[src/rtl/hamming_decode_arbiter.sv]
// Round-robin share of one Hamming(8,4) SECDED decoder between two codeword requesters.
// Latency: grant at edge N, registered result with out_valid=1 after edge N+1.
// Backpressure: result held in HOLD until out_ready; no new grant is issued meanwhile.

module hamming_decoder (
  input  logic [7:0] code_in,
  output logic [7:0] code_out,
  output logic [1:0] error_flag,
  output logic [2:0] error_location
);
  logic [2:0] syn;
  logic       p_odd;

  // Syndrome over Hamming positions 1..7 (bit i = position i+1), overall parity in bit 7
  always_comb begin
    syn[0]         = code_in[0] ^ code_in[2] ^ code_in[4] ^ code_in[6];
    syn[1]         = code_in[1] ^ code_in[2] ^ code_in[5] ^ code_in[6];
    syn[2]         = code_in[3] ^ code_in[4] ^ code_in[5] ^ code_in[6];
    p_odd          = ^code_in;
    code_out       = code_in;
    error_flag     = 2'b00;
    error_location = syn;
    if (p_odd) begin
      // Single error: odd overall parity; zero syndrome means the overall parity bit flipped
      error_flag = 2'b01;
      if (syn == 3'd0) begin
        code_out[7] = ~code_in[7];
      end else begin
        code_out[syn - 3'd1] = ~code_in[syn - 3'd1];
      end
    end else if (syn != 3'd0) begin
      // Double error: uncorrectable, codeword passed through untouched
      error_flag = 2'b10;
    end
  end
endmodule

module hamming_decode_arbiter #(
  parameter int CNT_W = 8
) (
  input  logic             clk,
  input  logic             rst_n,
  input  logic             req0_valid,
  input  logic [7:0]       req0_code,
  output logic             req0_ready,
  input  logic             req1_valid,
  input  logic [7:0]       req1_code,
  output logic             req1_ready,
  output logic             out_valid,
  input  logic             out_ready,
  output logic [3:0]       out_data,
  output logic [7:0]       out_code,
  output logic [1:0]       out_flag,
  output logic [2:0]       out_loc,
  output logic             out_src,
  input  logic             clr_stats,
  output logic [CNT_W-1:0] sgl_cnt,
  output logic [CNT_W-1:0] dbl_cnt
);
  typedef enum logic [1:0] {
    IDLE   = 2'd0,
    DECODE = 2'd1,
    HOLD   = 2'd2
  } state_t;

  state_t     state_q, state_d;
  logic       ptr_q;
  logic       src_q;
  logic [7:0] code_q;
  logic       gnt_vld;
  logic       gnt_src;
  logic [7:0] dec_code;
  logic [1:0] dec_flag;
  logic [2:0] dec_loc;

  hamming_decoder u_dec (
    .code_in        (code_q),
    .code_out       (dec_code),
    .error_flag     (dec_flag),
    .error_location (dec_loc)
  );

  // Arbitration, ready strobes and next-state selection
  always_comb begin
    state_d    = state_q;
    gnt_vld    = 1'b0;
    gnt_src    = 1'b0;
    req0_ready = 1'b0;
    req1_ready = 1'b0;
    case (state_q)
      IDLE: begin
        gnt_vld = req0_valid | req1_valid;
        gnt_src = (req0_valid && req1_valid) ? ptr_q : req1_valid;
        // Readys stay low while reset is asserted even though the FSM sits in IDLE
        if (gnt_vld && rst_n) begin
          req0_ready = ~gnt_src;
          req1_ready = gnt_src;
          state_d    = DECODE;
        end
      end
      DECODE:  state_d = HOLD;
      HOLD:    if (out_ready) state_d = IDLE;
      default: state_d = IDLE;
    endcase
  end

  // State register
  always_ff @(posedge clk) begin
    if (!rst_n) state_q <= IDLE;
    else        state_q <= state_d;
  end

  // Capture the granted word, then register the decoder result and manage out_valid
  always_ff @(posedge clk) begin
    if (!rst_n) begin
      ptr_q     <= 1'b0;
      src_q     <= 1'b0;
      code_q    <= 8'h00;
      out_valid <= 1'b0;
      out_data  <= 4'h0;
      out_code  <= 8'h00;
      out_flag  <= 2'b00;
      out_loc   <= 3'd0;
      out_src   <= 1'b0;
    end else begin
      if (state_q == IDLE && gnt_vld) begin
        code_q <= gnt_src ? req1_code : req0_code;
        src_q  <= gnt_src;
        ptr_q  <= ~gnt_src;
      end
      if (state_q == DECODE) begin
        out_valid <= 1'b1;
        out_code  <= dec_code;
        out_data  <= {dec_code[6], dec_code[5], dec_code[4], dec_code[2]};
        out_flag  <= dec_flag;
        out_loc   <= dec_loc;
        out_src   <= src_q;
      end
      if (state_q == HOLD && out_ready) begin
        out_valid <= 1'b0;
      end
    end
  end

  // Saturating error statistics; a clear overrides a same-cycle increment
  always_ff @(posedge clk) begin
    if (!rst_n || clr_stats) begin
      sgl_cnt <= '0;
      dbl_cnt <= '0;
    end else if (state_q == DECODE) begin
      if (dec_flag == 2'b01 && sgl_cnt != {CNT_W{1'b1}}) sgl_cnt <= sgl_cnt + 1'b1;
      if (dec_flag == 2'b10 && dbl_cnt != {CNT_W{1'b1}}) dbl_cnt <= dbl_cnt + 1'b1;
    end
  end
endmodule

[config.mk]
export PLATFORM = sky130hd
export DESIGN_NAME = hamming_decode_arbiter
export DESIGN_NICKNAME = d
export VERILOG_FILES = /design/src/rtl/hamming_decode_arbiter.sv
export SDC_FILE = /design/constraint.sdc
export NUM_CORES = 1
export LEC_CHECK = 0
export ABC_AREA = 1
export BUFFER_PORTS_ARGS = -buffer_cell sky130_fd_sc_hd__buf_4
export CORE_MARGIN = 2
export CORE_UTILIZATION = 55
export CTS_BUF_LIST = sky130_fd_sc_hd__clkbuf_8
export DETAILED_ROUTE_END_ITERATION = 7
export PLACE_DENSITY = 0.92
export REMOVE_ABC_BUFFERS = 1
export SLEW_MARGIN = 25
export SYNTH_ARGS = -nofsm -noshare
export SYNTH_HDL_FRONTEND = slang
export SYNTH_HIERARCHICAL = 1
export SYNTH_SLANG_ARGS = --single-unit
export TNS_END_PERCENT = 20
[constraint.sdc]
create_clock -name clk -period 3.7 [get_ports clk]
set_clock_uncertainty 0.2 [all_clocks]
set_input_delay 0.555 -clock clk [delete_from_list [all_inputs] [get_ports clk]]
set_output_delay 0.555 -clock clk [all_outputs]
set_load 0.1 [all_outputs]
# --- Word level (Yosys, flattened, before mapping) ---
# Index checks and enable logic that the tools add are counted.
totals:
  register_bits: 47
  elab_cells: 78
  input_bits: 22
op_classes:
  muxes: 21
  reduce_logical: 17
  bitwise_logic: 15
  addsub: 3
  magnitude_cmp: 2
  n_eq_ne: 8
ops:
  columns: ["operator", "count"]
  rows:
  - ["8-bit by 1-bit adder with 8-bit output (second input constant)", 2]
  - ["8-bit 2-to-1 mux", 2]
  - ["8-bit inequality test (second input constant)", 2]
  - ["1-bit 2-to-1 mux", 10]
  - ["1-bit XOR", 9]
  - ["8-bit bitwise mux", 1]
  - ["2-bit 2-to-1 mux", 4]
  - ["8-bit parity", 1]
  - ["1-bit logical AND", 7]
  - ["7-bit 2-to-1 mux", 1]
  - ["2-bit case mux with 3 select lines", 1]
  - ["2-bit AND reduction", 3]
  - ["1-bit inverter", 5]
  - ["2-bit by 1-bit == test with 1-bit output (second input constant)", 2]
  - ["2-bit == test (second input constant)", 2]
  - ["3-bit by 4-bit less-than comparator with 1-bit output (second input constant)", 1]
  - ["2-bit inequality test (second input constant)", 2]
  - ["1-bit binary-select mux with 3-bit select", 1]
  - ["1-bit demux with 3-bit select", 1]
  - ["3-bit by 1-bit greater-or-equal comparator with 1-bit output (second input constant)", 1]
  - ["3-bit zero test", 1]
  - ["3-bit nonzero test", 1]
  - ["3-bit by 1-bit subtractor with 3-bit output (second input constant)", 1]
  - ["2-bit zero test", 1]
  - ["other kinds (4)", 4]

# --- Longest topological paths before layout ---
depth:
  ltp_word: 11
  mapped_depth: 17
  ltp_nobuf: 16

# --- Cells and area by module ---
# Netlist, hierarchy kept.
modules_own_cells:
  columns: ["module", "cells_each", "seq_area_each_um2", "n_inst", "area_each_um2"]
  rows:
  - ["hamming_decode_arbiter", 278, 860.8, 1, 1979.4]
  - ["hamming_decoder", 119, 0.0, 1, 706.9]

# --- Worst setup path after synthesis ---
# OpenSTA, ideal clock, no wires.
synth_timing:
  path_type: "input to output"
  startpoint: "in req0_valid"
  endpoint: "out req1_ready"
  arrival_ps: 2003
  slack_ps: 942
  n_path_buf: 0
  cell_stages: 3
  path_cell_list: "inv_1 o21ai_4 nor3_2"
synth_between:
  elab_chain_cells: 4
  word_cells_on_any_way: 6
  cone_classes: "mux: 3; bitwise: 1; reduce/logical: 2"
synth_rtl:
  columns: ["item", "line_no", "source"]
  rows:
  - ["start: declaration", "43", "input logic req0_valid,"]
  - ["1-bit logical AND / 1-bit OR (equally long branches)", "93, 92", null]
  - ["1-bit 2-to-1 mux / 1-bit logical AND (equally long branches)", "93, 95", null]
  - ["1-bit 2-to-1 mux (*)", "95", "if (gnt_vld && rst_n) begin"]
  - ["1-bit 2-to-1 mux (*)", "90", "case (state_q)"]
  - ["end: declaration", "48", "output logic req1_ready,"]
# Every way passes the cells marked *; elsewhere a longest branch is shown, timed or not.

# --- Final worst setup path ---
layout_timing:
  startpoint: "reg code_q[2]"
  endpoint: "reg dbl_cnt[0]"
layout_between:
  elab_chain_cells: 9
  word_cells_on_any_way: 13
  cone_classes: "eq/ne: 1; mux: 2; bitwise: 6; reduce/logical: 4"
layout_rtl:
  columns: ["item", "line_no", "source"]
  rows:
  - ["start: declaration", "69", "logic [7:0] code_q;"]
  - ["start signal: assignment", "127", "code_q <= gnt_src ? req1_code : req0_code;"]
  - ["1-bit XOR (3 in series)", "16", "syn[0] = code_in[0] ^ code_in[2] ^ code_in[4] ^ code_in[6];"]
  - ["via dec_loc[0]", "74", "logic [2:0] dec_loc;"]
  - ["3-bit nonzero test", "31", "end else if (syn != 3'd0) begin"]
  - ["2-bit 2-to-1 mux", "31", null]
  - ["2-bit 2-to-1 mux", "23", "if (p_odd) begin"]
  - ["via dec_flag[1]", "73", "logic [1:0] dec_flag;"]
  - ["2-bit == test", "152", "if (dec_flag == 2'b10 && dbl_cnt != {CNT_W{1'b1}}) dbl_cnt <= dbl_cnt + 1'b1;"]
  - ["1-bit logical AND", "152", null]
  - ["2-bit AND reduction (no source line)", null, null]
  - ["end signal: assignment", "152", null]
  - ["end: declaration", "58", "output logic [CNT_W-1:0] dbl_cnt"]
# The timed path passes the listed nets, and every way through them passes these cells.
# A chain may end at the register's enable or synchronous reset.

==> results.tsv <==
metric	value	unit
status	complete, no violations	
DR pass1 iterations	5	
CP arrival	2.64	ns
Total Die Area	0.00546	mm²
Root Buffer	clkbuf_8	
Max Cap Viol	0	
Hold-fix buffers, CTS	0	
Reg area	861	µm²
Netlist cell types	32	
vias in the first global route	2589	
Hold Vio Cnt, Final	0	
number of buffers added for setup after CTS	0	
Crit Path Class	reg2reg	
Layout Nets	476	
final hold slack	0.254	ns
initial antenna violation count	0	
# H-tree levels	2	
FILL cells	417	
maximum vdd drop	0.252	mV
Vias	2712	
most frequent cells in the layout	nand2_1, nor2_1, buf_4	
drt via density	5.24	
Routed WL	6330	µm
WL/cell	12.2	µm
DP HPWL	4870	µm
Core Area	0.00472	mm²
Die Y	73.9	µm
area leader, netlist	dfxtp_1	
first-pass GRT wire length	10800	µm
clk buf depth	2	
Place WS	1.09	ns
Multi-input gate area	0.00159	mm²
leak pwr	1.54	nW
Max Freq	0.379	GHz
period utilization	71.3	%
area delta synth->final	20.3	%
predominant post-synthesis flop cell	dfxtp_1	
Clk pin slew, worst setup/hold paths	0.08	ns
CTS Sinks	43	
Die Wd	73.9	µm
setup TNS	0	ns
total CTS buffers	5	
RSZ-0062 raised after global routing	false	
Top Ports	59	
antenna-violating nets left	0	
clk_lat worst skew	0.29	ns
post-synthesis sequential area ratio	32.0	%
largest net degree at the start of global routing	25	
top cell type's share of synthesized area	32.0	%
synthesized area	0.00269	mm²
worst endpoint required time	3.70	ns
worst-path maximum fanout	7	
post-synthesis area per instance	6.77	µm²
Post-CTS Resized	0	
Slew @ Worst Pin	0.597	ns
DR DRC count	0	
Slew HR	60.2	%
post-synthesis async set-or-reset flop share	0	%
Ys Warns	6	
PwrDens	513	mW/mm²
Port Buffers	58	
remaining global-route overflow	0	
worst setup margin	1.06	ns
total track usage	25.1	%
capturing element type of the critical path	register	
Synth Instances	397	
num rows	25	
max-slew violations	0	
post-layout min period	2.64	ns
layout cells sized above 1	25.9	%
commonest non-fill, non-tap cell in the layout	nand2_1	
diode count	0	
TritonCTS clock tree	built	
Initial Utilization	56.9	%
number of enable flip-flop cells after synthesis	0	
kind of start point of the critical path	register	
GP Congestion	1.01	
synth top area cells	dfxtp_1, nand2_1, nor2_1	
HP Class	in2reg	
#FFs+latches synth	43	
initial drt markers	208	
final setup vio count	0	
-- metrics by stage --
| stage | instances | power [mW] | cell area [µm²] | utilization, % |
|---|---|---|---|---|
| 4_1_cts | 518 | 1.66 | 3230 | 68.4 |
| 6_report | 518 | 1.66 | 3230 | 68.4 |
| 3_5_place_dp | 511 | 1.31 | 3130 | 66.3 |
| 3_3_place_gp | 511 | 1.29 | 3130 | 66.3 |
| 5_1_grt | 518 | 1.75 | 3230 | 68.4 |
| 2_1_floorplan | 386 | 1.16 | 2610 | - |
-- layout make-up --
cell class	instances	area share, %
timing repair buffer	58	13.5
sequential	43	26.6
inverter	41	4.84
multi-input combinational	302	49.3
tap	67	2.59
clock buffer	5	2.13
clock inverter	2	1.05
-- cells by family after synthesis --
group | count (synthesis) | share of synthesized area [%]
AO/OA/AOI/OAI | 39 | 8.01
XOR/XNOR | 12 | 3.91
adder cells (fa/ha/maj) | 3 | 1.40
buffers and inverters | 52 | 8.66
flip-flops | 43 | 32.0
AND/OR/NAND/NOR | 248 | 46.0
-- path summary, 6_finish.rpt --
path	cells past startpoint	slack, ns	startpoint	endpoint
max reg2reg	16	1.06	code_q[2]$_SDFFE_PN0P_	dbl_cnt[0]$_SDFFE_PP0P_
min	3	0.25	req1_code[1]	code_q[1]$_SDFFE_PN0P_
min reg2reg	2	0.27	out_flag[0]$_SDFFE_PN0P_	out_flag[0]$_SDFFE_PN0P_
max	16	1.06	code_q[2]$_SDFFE_PN0P_	dbl_cnt[0]$_SDFFE_PP0P_
-- registers in the layout, indices dropped and copies added, names as in the netlist --
name,cells
out_code,5
dbl_cnt,8
out_loc,3
code_q,8
out_flag,2
out_valid,1
out_src,1
sgl_cnt,8
ptr_q,1
state_q,2
src_q,1
out_data,3
-- critical path: stages (launching register included) --
cell and delay, ns:
dfxtp_1 0.49, inv_2 0.10, nand2_1 0.11, nand3_2 0.12, nand2_2 0.10, nand2_2 0.10, nand2_4 0.13, nor2_4 0.05
ha_1 0.21, nor2_1 0.24, nand3_1 0.18, nor2_4 0.19, nand2_4 0.10, inv_2 0.09, nand2_1 0.05, nand2_1 0.05
nor2_1 0.04
-- synthesized netlist by cell type (2+ instances only) --
| cell type | n |
|---|---|
| inv_2 | 10 |
| nand3_2 | 6 |
| nor2_2 | 2 |
| ha_1 | 3 |
| nor2_1 | 72 |
| nand2_1 | 85 |
| clkbuf_1 | 3 |
| dfxtp_1 | 43 |
| xnor2_1 | 3 |
| o21ai_0 | 17 |
| inv_1 | 30 |
| nand3_1 | 44 |
| nand4_1 | 7 |
| a21oi_1 | 17 |
| nand2_2 | 13 |
| buf_6 | 2 |
| buf_4 | 5 |
| nand3_4 | 2 |
| nor2_4 | 5 |
| xor2_1 | 9 |
| nand2_4 | 8 |
-- report_power, final --
part	switching [mW]	total (mW)	internal (mW)
Combinational	0.557	0.772	0.215
Clock	0.155	0.350	0.195
Sequential	0.0386	0.536	0.497
Total	0.750	1.66	0.908
-- metal layers --
metal	track usage, %	part of all wire (%)	vias to the layer above	wire length [µm]
li1	-	-	1373	-
met1	27.4	41	1228	2570
met2	45.2	51	92	3200
met3	6.17	6.0	19	378
met4	11.7	2.8	0	176
met5	0	0	-	0
Power figures use the tool's default switching activity.
